$ cat src/rtl/memory_pkg.sv
// rtl/memory_pkg.sv - shared state encoding and default sizes for the word memory bank
package memory_pkg;

   localparam int DEFAULT_WIDTH = 8;
   localparam int DEFAULT_DEPTH = 4;

   typedef enum logic [0:0] {
      IDLE  = 1'b0,
      CLEAR = 1'b1
   } state_t;

endpackage

$ cat src/rtl/word_memory_bank_if.sv
// rtl/word_memory_bank_if.sv - write/read/clear bus between the datapath and the word memory bank
interface word_memory_bank_if #(
   parameter int WIDTH = 8,
   parameter int DEPTH = 4
);
   localparam int ADDR_W = $clog2(DEPTH);

   logic [WIDTH-1:0]  data;
   logic              store;
   logic [ADDR_W-1:0] addr;
   logic [ADDR_W-1:0] rd_addr;
   logic              clear;
   logic [WIDTH-1:0]  memory;
   logic              busy;
   logic              clear_done;

   modport master (
      output data, store, addr, rd_addr, clear,
      input  memory, busy, clear_done
   );

   modport slave (
      input  data, store, addr, rd_addr, clear,
      output memory, busy, clear_done
   );
endinterface

$ cat src/rtl/word_cell.sv
// rtl/word_cell.sv - one stored word: async reset, load enable, synchronous zero
module word_cell #(
   parameter int WIDTH = 8
) (
   input  logic             clk,
   input  logic             reset,
   input  logic             load,
   input  logic             zero,
   input  logic [WIDTH-1:0] d,
   output logic [WIDTH-1:0] q
);

   // zero has priority so a sweep always wins over any stray load
   always_ff @(posedge clk or posedge reset) begin
      if (reset)
         q <= '0;
      else if (zero)
         q <= '0;
      else if (load)
         q <= d;
   end

endmodule

$ cat src/rtl/word_memory_bank.sv
// rtl/word_memory_bank.sv - DEPTH x WIDTH register bank with registered read and a one-entry-per-cycle clear sweep
module word_memory_bank
   import memory_pkg::*;
#(
   parameter  int WIDTH  = DEFAULT_WIDTH,
   parameter  int DEPTH  = DEFAULT_DEPTH,
   localparam int ADDR_W = $clog2(DEPTH)
) (
   input  logic               clk,
   input  logic               reset,
   word_memory_bank_if.slave  bus
);

   localparam logic [ADDR_W-1:0] LAST_IDX = ADDR_W'(DEPTH - 1);

   state_t            state;
   logic [ADDR_W-1:0] idx;
   logic [WIDTH-1:0]  cell_q [DEPTH];
   logic [WIDTH-1:0]  rd_word;
   logic [WIDTH-1:0]  memory_q;
   logic              clear_done_q;
   logic              write_en;

   // clear in the same cycle as store takes precedence and drops the write
   assign write_en = (state == IDLE) && bus.store && !bus.clear;

   for (genvar i = 0; i < DEPTH; i++) begin : g_cell
      word_cell #(.WIDTH(WIDTH)) u_cell (
         .clk   (clk),
         .reset (reset),
         .load  (write_en && (bus.addr == ADDR_W'(i))),
         .zero  ((state == CLEAR) && (idx == ADDR_W'(i))),
         .d     (bus.data),
         .q     (cell_q[i])
      );
   end

   // addresses with no matching entry fall through to zero
   always_comb begin
      rd_word = '0;
      for (int i = 0; i < DEPTH; i++) begin
         if (bus.rd_addr == ADDR_W'(i))
            rd_word = cell_q[i];
      end
   end

   always_ff @(posedge clk or posedge reset) begin
      if (reset) begin
         state        <= IDLE;
         idx          <= '0;
         memory_q     <= '0;
         clear_done_q <= 1'b0;
      end else begin
         memory_q     <= rd_word;
         clear_done_q <= 1'b0;
         case (state)
            IDLE: begin
               if (bus.clear) begin
                  state <= CLEAR;
                  idx   <= '0;
               end
            end
            CLEAR: begin
               if (idx == LAST_IDX) begin
                  state        <= IDLE;
                  idx          <= '0;
                  clear_done_q <= 1'b1;
               end else begin
                  idx <= idx + 1'b1;
               end
            end
            default: begin
               state <= IDLE;
               idx   <= '0;
            end
         endcase
      end
   end

   assign bus.memory     = memory_q;
   assign bus.busy       = (state == CLEAR);
   assign bus.clear_done = clear_done_q;

endmodule

$ cat src/flat_wrapper.sv
// flat-port wrapper written by rule: the top's interface ports become plain ports
module word_memory_bank_flat import memory_pkg::*;
#(
   parameter  int WIDTH  = DEFAULT_WIDTH,
   parameter  int DEPTH  = DEFAULT_DEPTH,
   localparam int ADDR_W = $clog2(DEPTH)
)
  (clk, reset, bus_data, bus_store, bus_addr, bus_rd_addr, bus_clear, bus_memory, bus_busy, bus_clear_done);
  word_memory_bank_if #(.WIDTH(WIDTH), .DEPTH(DEPTH)) bus_i ();
  input  logic clk;
  input  logic reset;
  input wire logic [$bits(bus_i.data)-1:0] bus_data;
  input wire logic [$bits(bus_i.store)-1:0] bus_store;
  input wire logic [$bits(bus_i.addr)-1:0] bus_addr;
  input wire logic [$bits(bus_i.rd_addr)-1:0] bus_rd_addr;
  input wire logic [$bits(bus_i.clear)-1:0] bus_clear;
  output wire logic [$bits(bus_i.memory)-1:0] bus_memory;
  output wire logic [$bits(bus_i.busy)-1:0] bus_busy;
  output wire logic [$bits(bus_i.clear_done)-1:0] bus_clear_done;
  assign bus_i.data = bus_data;
  assign bus_i.store = bus_store;
  assign bus_i.addr = bus_addr;
  assign bus_i.rd_addr = bus_rd_addr;
  assign bus_i.clear = bus_clear;
  assign bus_memory = bus_i.memory;
  assign bus_busy = bus_i.busy;
  assign bus_clear_done = bus_i.clear_done;
  word_memory_bank #(.WIDTH(WIDTH), .DEPTH(DEPTH)) u_core (.clk(clk), .reset(reset), .bus(bus_i));
endmodule
$ cat config.mk
export PLATFORM = sky130hd
export DESIGN_NAME = word_memory_bank_flat
export DESIGN_NICKNAME = d
export VERILOG_FILES = /design/src/rtl/memory_pkg.sv /design/src/rtl/word_memory_bank_if.sv /design/src/rtl/word_cell.sv /design/src/rtl/word_memory_bank.sv /design/src/flat_wrapper.sv
export SDC_FILE = /design/constraint.sdc
export NUM_CORES = 1
export LEC_CHECK = 0
export CAP_MARGIN = 15
export CORE_ASPECT_RATIO = 2
export CORE_MARGIN = 1.5
export CORE_UTILIZATION = 58
export DETAILED_ROUTE_END_ITERATION = 10
export PLACE_DENSITY_LB_ADDON = 0.1
export SLEW_MARGIN = 20
export SYNTH_ARGS = -nofsm -noshare
export SYNTH_HDL_FRONTEND = slang
export SYNTH_SLANG_ARGS = --single-unit
$ cat constraint.sdc
create_clock -name clk -period 2.5 [get_ports clk]
set_input_delay 0.5 -clock clk [delete_from_list [all_inputs] [get_ports clk]]
set_output_delay 0.5 -clock clk [all_outputs]
set_load 0.01 [all_outputs]
# Word-level counts from Yosys, hierarchy flattened

Index checks and enable logic that the tools add are counted.

Register bits after elaboration: 44
Bits of input ports: 16
Output and inout port bits: 10

Eq/ne operators: 10
Bitwise gates (word level): 1
Reductions and logical operators: 18
Add/subtract/negate cells: 1
Multiplexer cells: 20

Operators by type and width:

| kind                                                             | number |
|---|---|
| 8-bit 2-to-1 mux                                                 | 12 |
| 2-bit == test (second input constant)                            | 6 |
| 1-bit logical AND                                                | 10 |
| 2-bit nonzero test                                               | 4 |
| 2-bit by 1-bit == test with 1-bit output (second input constant) | 3 |
| 2-bit zero test                                                  | 3 |
| 1-bit 2-to-1 mux                                                 | 4 |
| 2-bit 2-to-1 mux                                                 | 2 |
| 2-bit case mux with 2 select lines                               | 1 |
| 2-bit by 1-bit adder with 2-bit output (second input constant)   | 1 |
| 2-bit != test (second input constant)                            | 1 |
| 1-bit case mux with 2 select lines                               | 1 |
| 1-bit zero test                                                  | 1 |
| 1-bit inverter                                                   | 1 |

# Longest topological paths before layout

Depth after elaboration: 6
Depth in mapped cells: 5
Gate-level depth less buffers: 5

# Cells and area by module

From an unflattened synthesis, not the netlist that was laid out.

Cells, all modules: 155
Area, all modules: 1989.4 um^2

Modules (own cells, without submodules):

| module           | seq. area each (um^2) | area each (um^2) | times used | cells each |
|---|---|---|---|---|
| word_cell        | 200.2                 | 329.1            | 4          | 27 |
| word_memory_bank | 300.3                 | 673.1            | 1          | 47 |

# Least setup slack after synthesis

OpenSTA, ideal clock, no wires.

Kind: reg-to-reg
Start: register u_core.state (netlist: u_core.bus.busy)
End: register u_core.g_cell[0].u_cell.q[0]
Path buffers: 2
Period minus slack after synthesis: 1.384 ns
Data arrival time: 1.305 ns
Setup time: 0.079 ns
Stages on the path, launching flop included: 6
Setup slack: 1.116 ns
Cell sequence: dfrtp_1 buf_6 nor3b_4 nor3b_2 buf_6 mux2i_1

Word-level cells in the longest chain between the ends: 5
Elaborated cells between the ends (all ways): 7
Classes of those cells: mux: 1; bitwise: 1; reduce/logical: 5

Ends and longest elaborated chain:

| what                           | line                   | RTL |
|---|---|---|
| start: declaration             | word_memory_bank.sv:16 | `state_t state;` |
| start signal: assignment       | word_memory_bank.sv:49 | `state <= IDLE;` |
| start signal: assignment       | word_memory_bank.sv:59 | `state <= CLEAR;` |
| start signal: assignment       | word_memory_bank.sv:65 | `state <= IDLE;` |
| 1-bit inverter                 | word_memory_bank.sv:25 | `assign write_en = (state == IDLE) && bus.store && !bus.clear;` |
| 1-bit logical AND (2 in a row) | word_memory_bank.sv:25 |  |
| 1-bit logical AND              | word_memory_bank.sv:31 | `.load (write_en && (bus.addr == ADDR_W'(i))),` |
| 2-bit nonzero test (no line)   | --                     |  |
| end signal: assignment         | word_cell.sv:16        | `q <= '0;` |
| end signal: assignment         | word_cell.sv:18        | `q <= '0;` |
| end signal: assignment         | word_cell.sv:20        | `q <= d;` |
| end: declaration               | word_cell.sv:10        | `output logic [WIDTH-1:0] q` |

Parallel ways exist; a longest one is shown, timed or not.
A chain may end at the register's enable or synchronous reset.

# Worst setup path after layout

Start: register u_core.state (netlist: u_core.bus.busy)
End: output bus_busy

RTL lines:

| what             | line               | RTL |
|---|---|---|
| end: declaration | flat_wrapper.sv:18 | `output wire logic [$bits(bus_i.busy)-1:0] bus_busy;` |

No word-level cell between the ends.

==> results.md <==
- GRT Util Overall: 0.2549
- Slowest CP cell: clkdlybuf4s50_1
- Final setup vio count: 0
- Mapped Cells: 154
- WS Path Type: reg2out
- Initial DRC count: 40
- Worst Skew: 5.257 ps
- Max incr delay on CP: 620 ps
- Drt pass-1 iters: 4
- Final hold slack: 486.8 ps
- First-pass GRT wire length: 6.906 mm
- Library cells used by synthesis: 17
- Post-DP HPWL: 3.040 mm
- Post-synth EDFFs: 0
- Vias per cell: 5.797
- Commonest non-fill, non-tap cells in the layout: 44 x dfrtp_1, 38 x nand2_1, 32 x mux2i_1
- Psw: 0.7091 mW
- Relative slew slack: 0.6931
- Fraction of layout cells with a size suffix above 1: 0.1237
- Global placer's final weighted congestion: 0.7463
- Share of Yosys cell area claimed by the top area cell type: 0.5577
- Layout area overhead: 20.15%
- Pleak: 1.198 nW
- Area leader, netlist: dfrtp_1
- Top-Level Pins: 26
- Cts repair resizes: 0
- H-tree level count: 2
- Maximum clock rate: 0.5066 GHz
- Critical Path Start Type: flop
- Net Sw Frac: 0.3102
- FP Rows: 29
- Clock slew at reported path FFs: 80 ps
- Later-pin clock latency in the skew report: 290 ps
- Die footprint: 3784 sq um
- Syn avg cell area: 12.82 sq um
- Post CTS Setup Buffer Count: 0
- Seq pwr share: 0.485
- Max Fanout on Critical Path: 11
- Mapped cell area: 1974 sq um
- Worst-Margin Slew: 460.3 ps
- Fin crit share: 0.7896
- Die X: 44.26 um
- Status: finished, final reports clean
- RSZ-0062 raised after global routing: false
- Share of the yosys chip area belonging to registers: 0.5577
- Final hold vios: 0
- Antenna viol nets, final: 0
- Largest net degree at the start of global routing: 36
- Clock sink total: 44
- Slew Limit Fails: 0
- Setup_tns: 0 ps
- PD cells: 963.8 nW/um^2
- CP arrival: 1470 ps
- I/O Buffers: 25
- Required @ worst endpoint: 2000 ps
- Via count: 1258
- Clock network power share: 0.231
- Filler instances: 233
- Ant. Diodes: 0
- CTS tree: yes
- Die Y: 85.51 um
- Area contributors post-synth: dfrtp_1 56%, mux2i_1 16%, mux4_2 9.1%
- Worst vdd ir: 0.0006832 V
- R2r endpoint: u_core.g_cell[1].u_cell.q[5]$_DFFE_PP0P_
- Crit path cell chain: clkdlybuf4s50_1
- Initial Utilization: 0.6183
- Number of hold buffers added after CTS: 0
- CTS Buf Count: 5
- Wire per inst: 18.41 um
- Comb pwr share: 0.284
- CP endpoint kind: output pin
- # DRC: 0
- Yosys warning count: 0
- Grt ovf: 0
- Max Cap Viol: 0
- DRT Wirelength: 3.995 mm
- Final Net Count: 205
- Cell internal pwr: 1.577 mW
- Register-to-Register Path Depth: 3
- Vias in the first global route: 1414
- Syn nets: 174
- Crit path buffers/inverters: 1
- Async set-reset flop share out of synthesis: 1.000
- Initial antenna violation count: 0
- CORE AREA: 3193 sq um
- Commonest non-fill, non-tap cell in the layout: dfrtp_1
- Hold Path Class: in2async
- Final min period: 1974 ps
- Clk buf depth: 2
- Largest delay share family, worst path: buffers and inverters
- Flops & latches, synth: 44
- Root Buffer: clkbuf_8
- Worst r2r src: u_core.bus.busy$_DFF_PP0_
- Main synth FF type: dfrtp_1
- Reg2Reg Setup Slack: 880 ps
- Overall power: 2.286 mW
power groups by stage:
stage / Sequential [mW] / Combinational (mW) / Clock (mW)
5_1_grt: 1.14 / 0.722 / 0.568
2_1_floorplan: 1.09 / 0.400 / 0
4_1_cts: 1.11 / 0.661 / 0.538
6_report: 1.11 / 0.649 / 0.528
3_3_place_gp: 1.11 / 0.616 / 0
3_5_place_dp: 1.12 / 0.660 / 0
per-layer routing:
metal  GRT usage  vias up  part of all wire  wire length, um
li1            -      580                 -                -
met3     0.04842       11             0.039              154
met5           0        -                 0                0
met4      0.1102        0             0.028              113
met2      0.4398       40              0.56             2233
met1      0.2972      627              0.37             1493
final cells by class:
| type | count | area [sq um] | area share |
|---|---|---|---|
| clock inverters | 2 | 35.03 | 0.01477 |
| multi-input cells | 91 | 775.7 | 0.3270 |
| well taps | 31 | 38.79 | 0.01635 |
| repair buffers | 30 | 300.3 | 0.1266 |
| clock buffers | 6 | 72.57 | 0.03059 |
| inverters | 13 | 48.80 | 0.02057 |
| flip-flops and latches | 44 | 1101 | 0.4641 |
logic make-up (layout without fill, tap and decap cells):
group | after synthesis | in the layout | share of synthesized area
AND/OR/NAND/NOR | 44 | 44 | 0.1046
buffers and inverters | 19 | 51 | 0.04943
multiplexers | 40 | 40 | 0.2535
AO/OA/AOI/OAI | 3 | 3 | 0.009507
flip-flops | 44 | 44 | 0.5577
adder cells (fa/ha/maj) | 4 | 4 | 0.02535
synthesized netlist by cell type (3+ instances only):
cell and instances:
mux4_2 8, inv_1 13, buf_2 3, dfrtp_1 44
nand2_1 38, buf_6 3, mux2i_1 32, ha_1 4
how the worst max path moves through the flow:
| stage | start | end | slack, ps | cells past startpoint |
|---|---|---|---|---|
| global placement | bus_rd_addr[0] | u_core.bus.memory[5]$_DFF_PP0_ | 490 | 3 |
| global route | u_core.bus.busy$_DFF_PP0_ | bus_busy | 470 | 1 |
| CTS | u_core.bus.busy$_DFF_PP0_ | bus_busy | 520 | 1 |
| finish | u_core.bus.busy$_DFF_PP0_ | bus_busy | 530 | 1 |
| floorplan | reset | u_core.bus.busy$_DFF_PP0_ | 970 | 1 |
| detailed placement | bus_clear | u_core.g_cell[1].u_cell.q[0]$_DFFE_PP0P_ | 430 | 4 |
metrics by stage:
stage / area, sq um / cells / setup slack [ps] / util
finish: 2372 / 217 / 525.9 / 0.7429
global route: 2372 / 217 / 467.8 / 0.7429
CTS: 2372 / 217 / 518.3 / 0.7429
detailed placement: 2265 / 209 / 430.3 / 0.7092
global placement: 2265 / 209 / 493.1 / 0.7092
floorplan: 1974 / 154 / 968.9 / -
sequential cells by signal, indices dropped and copies added, names as in the netlist:
name                    flops
u_core.idx                  2
u_core.bus.memory           8
u_core.g_cell.u_cell.q     32
u_core.bus.busy             1
u_core.bus.clear_done       1
(Power assumes the default switching activity.)
